File: src/rtl/dsp_gpio_boot_seq.sv
// dsp_gpio_boot_seq
//   Steps the DSP GPIO bank through the DSP boot sequence. It holds the DSP
//   in reset while a latched boot-mode word is strapped onto the pins, then
//   releases reset and keeps the strap driven for a short time. After that it
//   waits for the DSP to report boot-config-done and retries on timeout.
//   In RUN it applies the DSP-programmed pin directions and stretches the PRI
//   and GPS PPS events onto their dedicated pins.
// Ports:
//   clk, rstn          system clock, asynchronous active-low reset
//   i_bootmode         boot-mode strap word, latched once per boot attempt
//   i_dir_cfg          run-time pin direction, 1 = FPGA drives the pin
//   i_bootconfig_done  DSP boot complete (asynchronous level)
//   i_pri_pulse        PRI timing event (asynchronous, rising edge)
//   i_gps_pps          GPS PPS event (asynchronous, rising edge)
//   i_retry            single-cycle pulse that restarts the sequence from FAIL
//   o_gpio_oe          per-pin output enable to the pad
//   o_gpio_out         per-pin output value to the pad
//   o_dsp_rstn         DSP reset, active-low
//   o_boot_ok          high in RUN
//   o_boot_err         high in FAIL
//   o_state            IDLE=0 HOLD=1 RELEASE=2 WAIT=3 RUN=4 FAIL=5
//   o_retry_cnt        retries consumed in the current sequence
module dsp_gpio_boot_seq #(
  parameter int unsigned RST_HOLD_CYC  = 64,
  parameter int unsigned BOOT_HOLD_CYC = 32,
  parameter int unsigned DONE_TIMEOUT  = 4096,
  parameter int unsigned MAX_RETRY     = 3,
  parameter int unsigned PULSE_W       = 8,
  parameter int unsigned PRI_BIT       = 0,
  parameter int unsigned PPS_BIT       = 1
) (
  input  logic        clk,
  input  logic        rstn,
  input  logic [15:0] i_bootmode,
  input  logic [15:0] i_dir_cfg,
  input  logic        i_bootconfig_done,
  input  logic        i_pri_pulse,
  input  logic        i_gps_pps,
  input  logic        i_retry,
  output logic [15:0] o_gpio_oe,
  output logic [15:0] o_gpio_out,
  output logic        o_dsp_rstn,
  output logic        o_boot_ok,
  output logic        o_boot_err,
  output logic [2:0]  o_state,
  output logic [3:0]  o_retry_cnt
);

  localparam int unsigned MAX_A = (RST_HOLD_CYC > BOOT_HOLD_CYC) ? RST_HOLD_CYC : BOOT_HOLD_CYC;
  localparam int unsigned MAX_B = (DONE_TIMEOUT > PULSE_W) ? DONE_TIMEOUT : PULSE_W;
  localparam int unsigned MAXC  = (MAX_A > MAX_B) ? MAX_A : MAX_B;
  localparam int unsigned CW    = $clog2(MAXC) + 1;

  localparam logic [CW-1:0] RST_LAST  = CW'(RST_HOLD_CYC - 1);
  localparam logic [CW-1:0] BOOT_LAST = CW'(BOOT_HOLD_CYC - 1);
  localparam logic [CW-1:0] DONE_LAST = CW'(DONE_TIMEOUT - 1);
  localparam logic [CW-1:0] PULSE_LD  = CW'(PULSE_W);
  localparam logic [3:0]    RETRY_MAX = 4'(MAX_RETRY);
  localparam logic [15:0]   PRI_MASK  = 16'(1) << PRI_BIT;
  localparam logic [15:0]   PPS_MASK  = 16'(1) << PPS_BIT;

  typedef enum logic [2:0] {
    S_IDLE    = 3'd0,
    S_HOLD    = 3'd1,
    S_RELEASE = 3'd2,
    S_WAIT    = 3'd3,
    S_RUN     = 3'd4,
    S_FAIL    = 3'd5
  } state_t;

  state_t        state, state_n;
  logic [CW-1:0] cnt;
  logic [CW-1:0] pri_cnt, pps_cnt;
  logic [3:0]    retry_cnt;
  logic [15:0]   r_boot;
  logic [15:0]   dir_q;
  logic [1:0]    done_sr;
  logic [2:0]    pri_sr, pps_sr;
  logic          boot_latch, retry_inc, retry_clr;
  logic          done_s, pri_rise, pps_rise;

  assign done_s   = done_sr[1];
  assign pri_rise = pri_sr[1] & ~pri_sr[2];
  assign pps_rise = pps_sr[1] & ~pps_sr[2];

  // Synchronizers; the third stage of PRI/PPS is the edge-detect history.
  always_ff @(posedge clk or negedge rstn) begin
    if (!rstn) begin
      done_sr <= '0;
      pri_sr  <= '0;
      pps_sr  <= '0;
    end else begin
      done_sr <= {done_sr[0], i_bootconfig_done};
      pri_sr  <= {pri_sr[1:0], i_pri_pulse};
      pps_sr  <= {pps_sr[1:0], i_gps_pps};
    end
  end

  always_ff @(posedge clk or negedge rstn) begin
    if (!rstn) begin
      state     <= S_IDLE;
      cnt       <= '0;
      retry_cnt <= '0;
      r_boot    <= '0;
      dir_q     <= '0;
      pri_cnt   <= '0;
      pps_cnt   <= '0;
    end else begin
      state <= state_n;
      dir_q <= i_dir_cfg;

      if (state_n != state)
        cnt <= '0;
      else if (state == S_HOLD || state == S_RELEASE || state == S_WAIT)
        cnt <= cnt + CW'(1);

      if (retry_clr)
        retry_cnt <= '0;
      else if (retry_inc)
        retry_cnt <= retry_cnt + 4'd1;

      if (boot_latch)
        r_boot <= i_bootmode;

      // Stretchers only run in RUN, so edges seen earlier are dropped and
      // the counters start from zero on RUN entry.
      if (state != S_RUN)
        pri_cnt <= '0;
      else if (pri_rise)
        pri_cnt <= PULSE_LD;
      else if (pri_cnt != '0)
        pri_cnt <= pri_cnt - CW'(1);

      if (state != S_RUN)
        pps_cnt <= '0;
      else if (pps_rise)
        pps_cnt <= PULSE_LD;
      else if (pps_cnt != '0)
        pps_cnt <= pps_cnt - CW'(1);
    end
  end

  always_comb begin
    state_n    = state;
    boot_latch = 1'b0;
    retry_inc  = 1'b0;
    retry_clr  = 1'b0;
    case (state)
      S_IDLE: begin
        state_n    = S_HOLD;
        boot_latch = 1'b1;
      end
      S_HOLD:    if (cnt == RST_LAST)  state_n = S_RELEASE;
      S_RELEASE: if (cnt == BOOT_LAST) state_n = S_WAIT;
      S_WAIT: begin
        if (done_s) begin
          state_n = S_RUN;
        end else if (cnt == DONE_LAST) begin
          if (retry_cnt < RETRY_MAX) begin
            state_n    = S_HOLD;
            retry_inc  = 1'b1;
            boot_latch = 1'b1;
          end else begin
            state_n = S_FAIL;
          end
        end
      end
      S_RUN: state_n = S_RUN;
      S_FAIL: begin
        if (i_retry) begin
          state_n   = S_IDLE;
          retry_clr = 1'b1;
        end
      end
      default: state_n = S_IDLE;
    endcase
  end

  always_comb begin
    o_gpio_oe  = '0;
    o_gpio_out = '0;
    o_dsp_rstn = 1'b0;
    o_boot_ok  = 1'b0;
    o_boot_err = 1'b0;
    case (state)
      S_HOLD: begin
        o_gpio_oe  = '1;
        o_gpio_out = r_boot;
      end
      S_RELEASE: begin
        o_dsp_rstn = 1'b1;
        o_gpio_oe  = '1;
        o_gpio_out = r_boot;
      end
      S_WAIT: o_dsp_rstn = 1'b1;
      S_RUN: begin
        o_dsp_rstn = 1'b1;
        o_boot_ok  = 1'b1;
        o_gpio_oe  = dir_q;
        o_gpio_out = ((pri_cnt != '0) ? PRI_MASK : '0) |
                     ((pps_cnt != '0) ? PPS_MASK : '0);
      end
      S_FAIL: o_boot_err = 1'b1;
      default: ;
    endcase
  end

  assign o_state     = state;
  assign o_retry_cnt = retry_cnt;

endmodule
File: config.mk
export PLATFORM = sky130hd
export DESIGN_NAME = dsp_gpio_boot_seq
export DESIGN_NICKNAME = d
export VERILOG_FILES = /design/src/rtl/dsp_gpio_boot_seq.sv
export SDC_FILE = /design/constraint.sdc
export NUM_CORES = 1
export LEC_CHECK = 0
export BUFFER_PORTS_ARGS = -buffer_cell sky130_fd_sc_hd__buf_2
export CORE_ASPECT_RATIO = 0.6
export CORE_MARGIN = 2
export CORE_UTILIZATION = 55
export CTS_CLUSTER_SIZE = 28
export DETAILED_ROUTE_END_ITERATION = 8
export GPL_ROUTABILITY_DRIVEN = 0
export PLACE_DENSITY_LB_ADDON = 0.12
export SYNTH_ARGS = -nofsm -noshare
export SYNTH_HDL_FRONTEND = slang
export SYNTH_SLANG_ARGS = --single-unit
File: constraint.sdc
create_clock -name clk -period 2.3 [get_ports clk]
set_input_delay 0.115 -clock clk [delete_from_list [all_inputs] [get_ports clk]]
set_output_delay 0.115 -clock clk [all_outputs]
set_load 0.02 [all_outputs]
==> impl_metrics.json <==
{
  "run_status": "completed",
  "clk_latency_ps": 340,
  "seq_power_share_pct": 46.4,
  "cp_max_fo": 6,
  "tritoncts": "done",
  "grt-busiest-layer": "met2",
  "rows": 23,
  "combined_global_route_utilization_of_all_metal_layers_pct": 25.3,
  "numClockSinks": 86,
  "reg2regPathDepth": 7,
  "min_path_cells": 2,
  "grtUsageMet1_pct": 35.3,
  "crit_path_launch_type": "flip-flop",
  "port_buffers": 79,
  "post-place-cells": 525,
  "grt_pass1_wl_um": 15600,
  "synth_ff_type": "sky130_fd_sc_hd__dfrtp_1",
  "io-pin-count": 80,
  "min_period_over_period_pct": 95.2,
  "synth-warning-count": 0,
  "antenna-diode-count": 0,
  "place_hpwl_um": 5990,
  "finish.cell_count_without_fillers": 573,
  "synth-edff-count": 0,
  "root_buffer": "sky130_fd_sc_hd__clkbuf_16",
  "static-leakage-power_nw": 2.45,
  "dr.pass1.iters": 5,
  "yosys_register_bits": 86,
  "r2r-end": "r_boot[6]$_DFFE_PN0P_",
  "drive_gt1_share_pct": 30.0,
  "n_fill_cell": 440,
  "timing.critical_path.required_ps": 2180,
  "worst-slew-pin-transition_ps": 610,
  "post_synth_num_cell_types": 49,
  "grt_setup_unrepaired": "false",
  "initialDrtViolationCount": 358,
  "synth.area.top_cells": "sky130_fd_sc_hd__dfrtp_1 (54%), sky130_fd_sc_hd__mux2_4 (3.8%), sky130_fd_sc_hd__nor2_1 (3.8%), sky130_fd_sc_hd__xor2_1 (3.5%), sky130_fd_sc_hd__a21o_1 (3.2%)",
  "sw_frac_of_total_pct": 19.4,
  "synthesized_area_divided_by_synthesized_cell_count_um2": 11.0,
  "die-area_um2": 7930,
  "synthDominantCellAreaShare_pct": 54.2,
  "die_w_um": 114,
  "vdd_drop_max_mv": 0.762,
  "maxSlewViolCount": 0,
  "number_of_buffers_created_by_cts": 9,
  "internal_power_mw": 2.72,
  "finish.net_count": 524,
  "syn_to_final_growth_pct": 31.1,
  "average_via_count_per_standard_cell": 5.45,
  "seq_area_frac_synth_pct": 54.2,
  "clk_pin_slew_ps": 60,
  "postRouteAntennaNets": 0,
  "num_vias": 3121,
  "drv.max_cap_violation_count": 0,
  "timing.rr.start": "cnt[0]$_DFFE_PN0P_",
  "crit_path_end_kind": "output port",
  "grt_use_met2_pct": 36.9,
  "clock_path_buffers": 2,
  "pwr-share-clk_pct": 48.7,
  "coreArea_um2": 6820,
  "antenna_found_initial": 0,
  "syn-num-nets": 402,
  "power_density_nw_per_um2": 649,
  "syn_inst": 360,
  "max-slew-margin-rel_pct": 59.3,
  "clock-skew-final_ps": 5.86,
  "detail_route.wirelength_um": 9470,
  "grt_max_degree": 52,
  "post_synth_instance_area_um2": 3970,
  "via_count_of_the_first_global_routing_pass": 3186,
  "final.min_clock_period_ps": 2190,
  "max_freq_mhz": 457,
  "drc": 0,
  "avgRoutedWirePerCell_um": 16.5,
  "final.setup.tns_ps": 0,
  "r2r_setup_slack_ps": 160,
  "hold-path-endpoint": "r_boot[4]$_DFFE_PN0P_",
  "holdCritStartpoint": "i_bootmode[4]",
  "synth_top_cell_by_area": "sky130_fd_sc_hd__dfrtp_1",
  "crit_arrival_ps": 2070,
  "initial_core_util_pct": 58.2,
  "fp.dieH_um": 69.8,
  "total_switching_power_mw": 0.655,
  "async_set_or_reset_flop_fraction_in_the_synthesized_netlist_pct": 100,
  "min-delay-path-class": "input pin to flip-flop",
  "crit_type": "flip-flop to output port",
  "final_hold_viol_count": 0,
  "grt_overflow_total": 0,
  "grt.met3_usage_pct": 8.65,
  "ctsHtreeMaxLevel": 3,
  "setup_violations": 0,
  "power_frac_comb_pct": 5.0
}
worst max-delay path by stage:
stage                           start  slack [ps]                endpoint  cells past startpoint
2_1_floorplan      cnt[0]$_DFFE_PN0P_         200  r_boot[10]$_DFFE_PN0P_                      8
3_3_place_gp   pri_cnt[0]$_DFFE_PN0P_         240           o_gpio_out[0]                      7
3_5_place_dp   pri_cnt[1]$_DFFE_PN0P_         180           o_gpio_out[0]                      7
4_1_cts        pps_cnt[6]$_DFFE_PN0P_           3           o_gpio_out[1]                      5
5_1_grt        pri_cnt[0]$_DFFE_PN0P_          20           o_gpio_out[0]                      7
6_report       pps_cnt[6]$_DFFE_PN0P_         110           o_gpio_out[1]                      5
cell type report:
type	count	area, µm²	area share, %
Clock inverter	4	95.1	1.83
Multi-Input combinational cell	250	1740	33.4
Tap cell	87	109	2.09
Clock buffer	11	243	4.67
Inverter	10	37.5	0.722
Sequential cell	86	2150	41.4
Timing Repair Buffer	125	828	15.9
sequential cells by signal (all words and copies together) (netlist names):
name and flops:
done_sr 2, pri_sr 3, dir_q 16, o_state 3, cnt 13, pps_cnt 13
o_retry_cnt 4, pri_cnt 13, pps_sr 3, r_boot 16
repair_timing:
item | CTS | global route
pin swaps | 0 | 3
endpoints found under the setup margin | 2 | 31
resized for setup | 6 | 4
buffers inserted | 0 | 7
hold buffers | 24 | 2
hold endpoints to repair | 58 | 2
power groups by stage:
| stage | logic (mW) | registers [mW] | clock network, mW |
|---|---|---|---|
| floorplan | 0.0524 | 1.59 | 0 |
| global placement | 0.133 | 1.59 | 0 |
| detailed placement | 0.136 | 1.59 | 0 |
| CTS | 0.168 | 1.56 | 1.67 |
| global route | 0.186 | 1.57 | 1.75 |
| finish | 0.168 | 1.56 | 1.64 |
logic make-up (layout without fill, tap and decap cells):
| group | count (synthesis) | after routing | synth area share (%) |
|---|---|---|---|
| compound gates | 66 | 66 | 11.5 |
| xor+xnor | 24 | 24 | 5.30 |
| fa+ha+maj | 4 | 4 | 1.26 |
| buf+inv | 24 | 150 | 2.81 |
| flops | 86 | 86 | 54.2 |
| mux | 18 | 18 | 5.99 |
| simple gates | 138 | 138 | 18.9 |
worst max-delay path, stage by stage (launching register included):
cell	delay [ps]
sky130_fd_sc_hd__dfrtp_1	440
sky130_fd_sc_hd__or4_4	600
sky130_fd_sc_hd__nor2_1	180
sky130_fd_sc_hd__nand3_2	120
sky130_fd_sc_hd__a22o_1	240
sky130_fd_sc_hd__buf_2	160
layout by cell type (no fill, tap or decap), types with 3 or more instances in the layout:
cell                            synthesis  layout
sky130_fd_sc_hd__or3_1                  4       4
sky130_fd_sc_hd__a211oi_1               3       3
sky130_fd_sc_hd__nor3_1                 8       7
sky130_fd_sc_hd__mux2_4                10      10
sky130_fd_sc_hd__a21oi_1               19      18
sky130_fd_sc_hd__mux2_2                 6       6
sky130_fd_sc_hd__or4_4                  2       3
sky130_fd_sc_hd__nand2_1               22      21
sky130_fd_sc_hd__bufinv_16              0       3
sky130_fd_sc_hd__nand4_2                3       3
sky130_fd_sc_hd__nand3_1                7       6
sky130_fd_sc_hd__xnor2_1                8       8
sky130_fd_sc_hd__nand4_1                4       4
sky130_fd_sc_hd__dfrtp_1               86      85
sky130_fd_sc_hd__inv_1                 10      10
sky130_fd_sc_hd__xor2_1                16      16
sky130_fd_sc_hd__or4_1                  5       4
sky130_fd_sc_hd__ha_1                   4       4
sky130_fd_sc_hd__and2_1                20      20
sky130_fd_sc_hd__nor2b_1                6       5
sky130_fd_sc_hd__o21ai_0                8       8
sky130_fd_sc_hd__buf_4                  1      18
sky130_fd_sc_hd__nor2_1                40      40
sky130_fd_sc_hd__nor4_1                 7       7
sky130_fd_sc_hd__dlygate4sd3_1          0      26
sky130_fd_sc_hd__a21o_1                17      17
sky130_fd_sc_hd__clkbuf_16              0       9
sky130_fd_sc_hd__buf_2                  2      78
per-layer routing:
metal / vias up / share of wire [%]
met1: 1503 / 45
met4: 0 / 1.2
li1: 1499 / -
met3: 12 / 6.1
met2: 107 / 48
met5: - / 0
stage by stage:
step / total power, mW / cell area, µm² / hold WS (ps) / utilization, % / setup slack [ps]
detailed placement: 1.73 / 4520 / 106 / 66.2 / 175
global placement: 1.72 / 4520 / 103 / 66.2 / 238
global route: 3.50 / 5200 / 0.460 / 76.3 / 22.7
finish: 3.38 / 5200 / 9.36 / 76.3 / 111
floorplan: 1.64 / 3970 / -181 / - / 202
CTS: 3.41 / 5120 / 0.952 / 75.1 / 2.67
synth_stat cells, drive strengths merged, types with 2 or more instances:
master	count
a211oi	3
a21o	17
a21oi	19
a22o	2
a32o	2
and2	20
and3	2
buf	5
clkbuf	9
dfrtp	86
ha	4
inv	10
mux2	16
mux2i	2
nand2	22
nand2b	2
nand3	7
nand4	7
nor2	40
nor2b	6
nor3	8
nor3b	2
nor4	8
o211ai	3
o21ai	11
o31ai	2
or3	4
or4	7
xnor2	8
xor2	16
(Power assumes the default switching activity.)
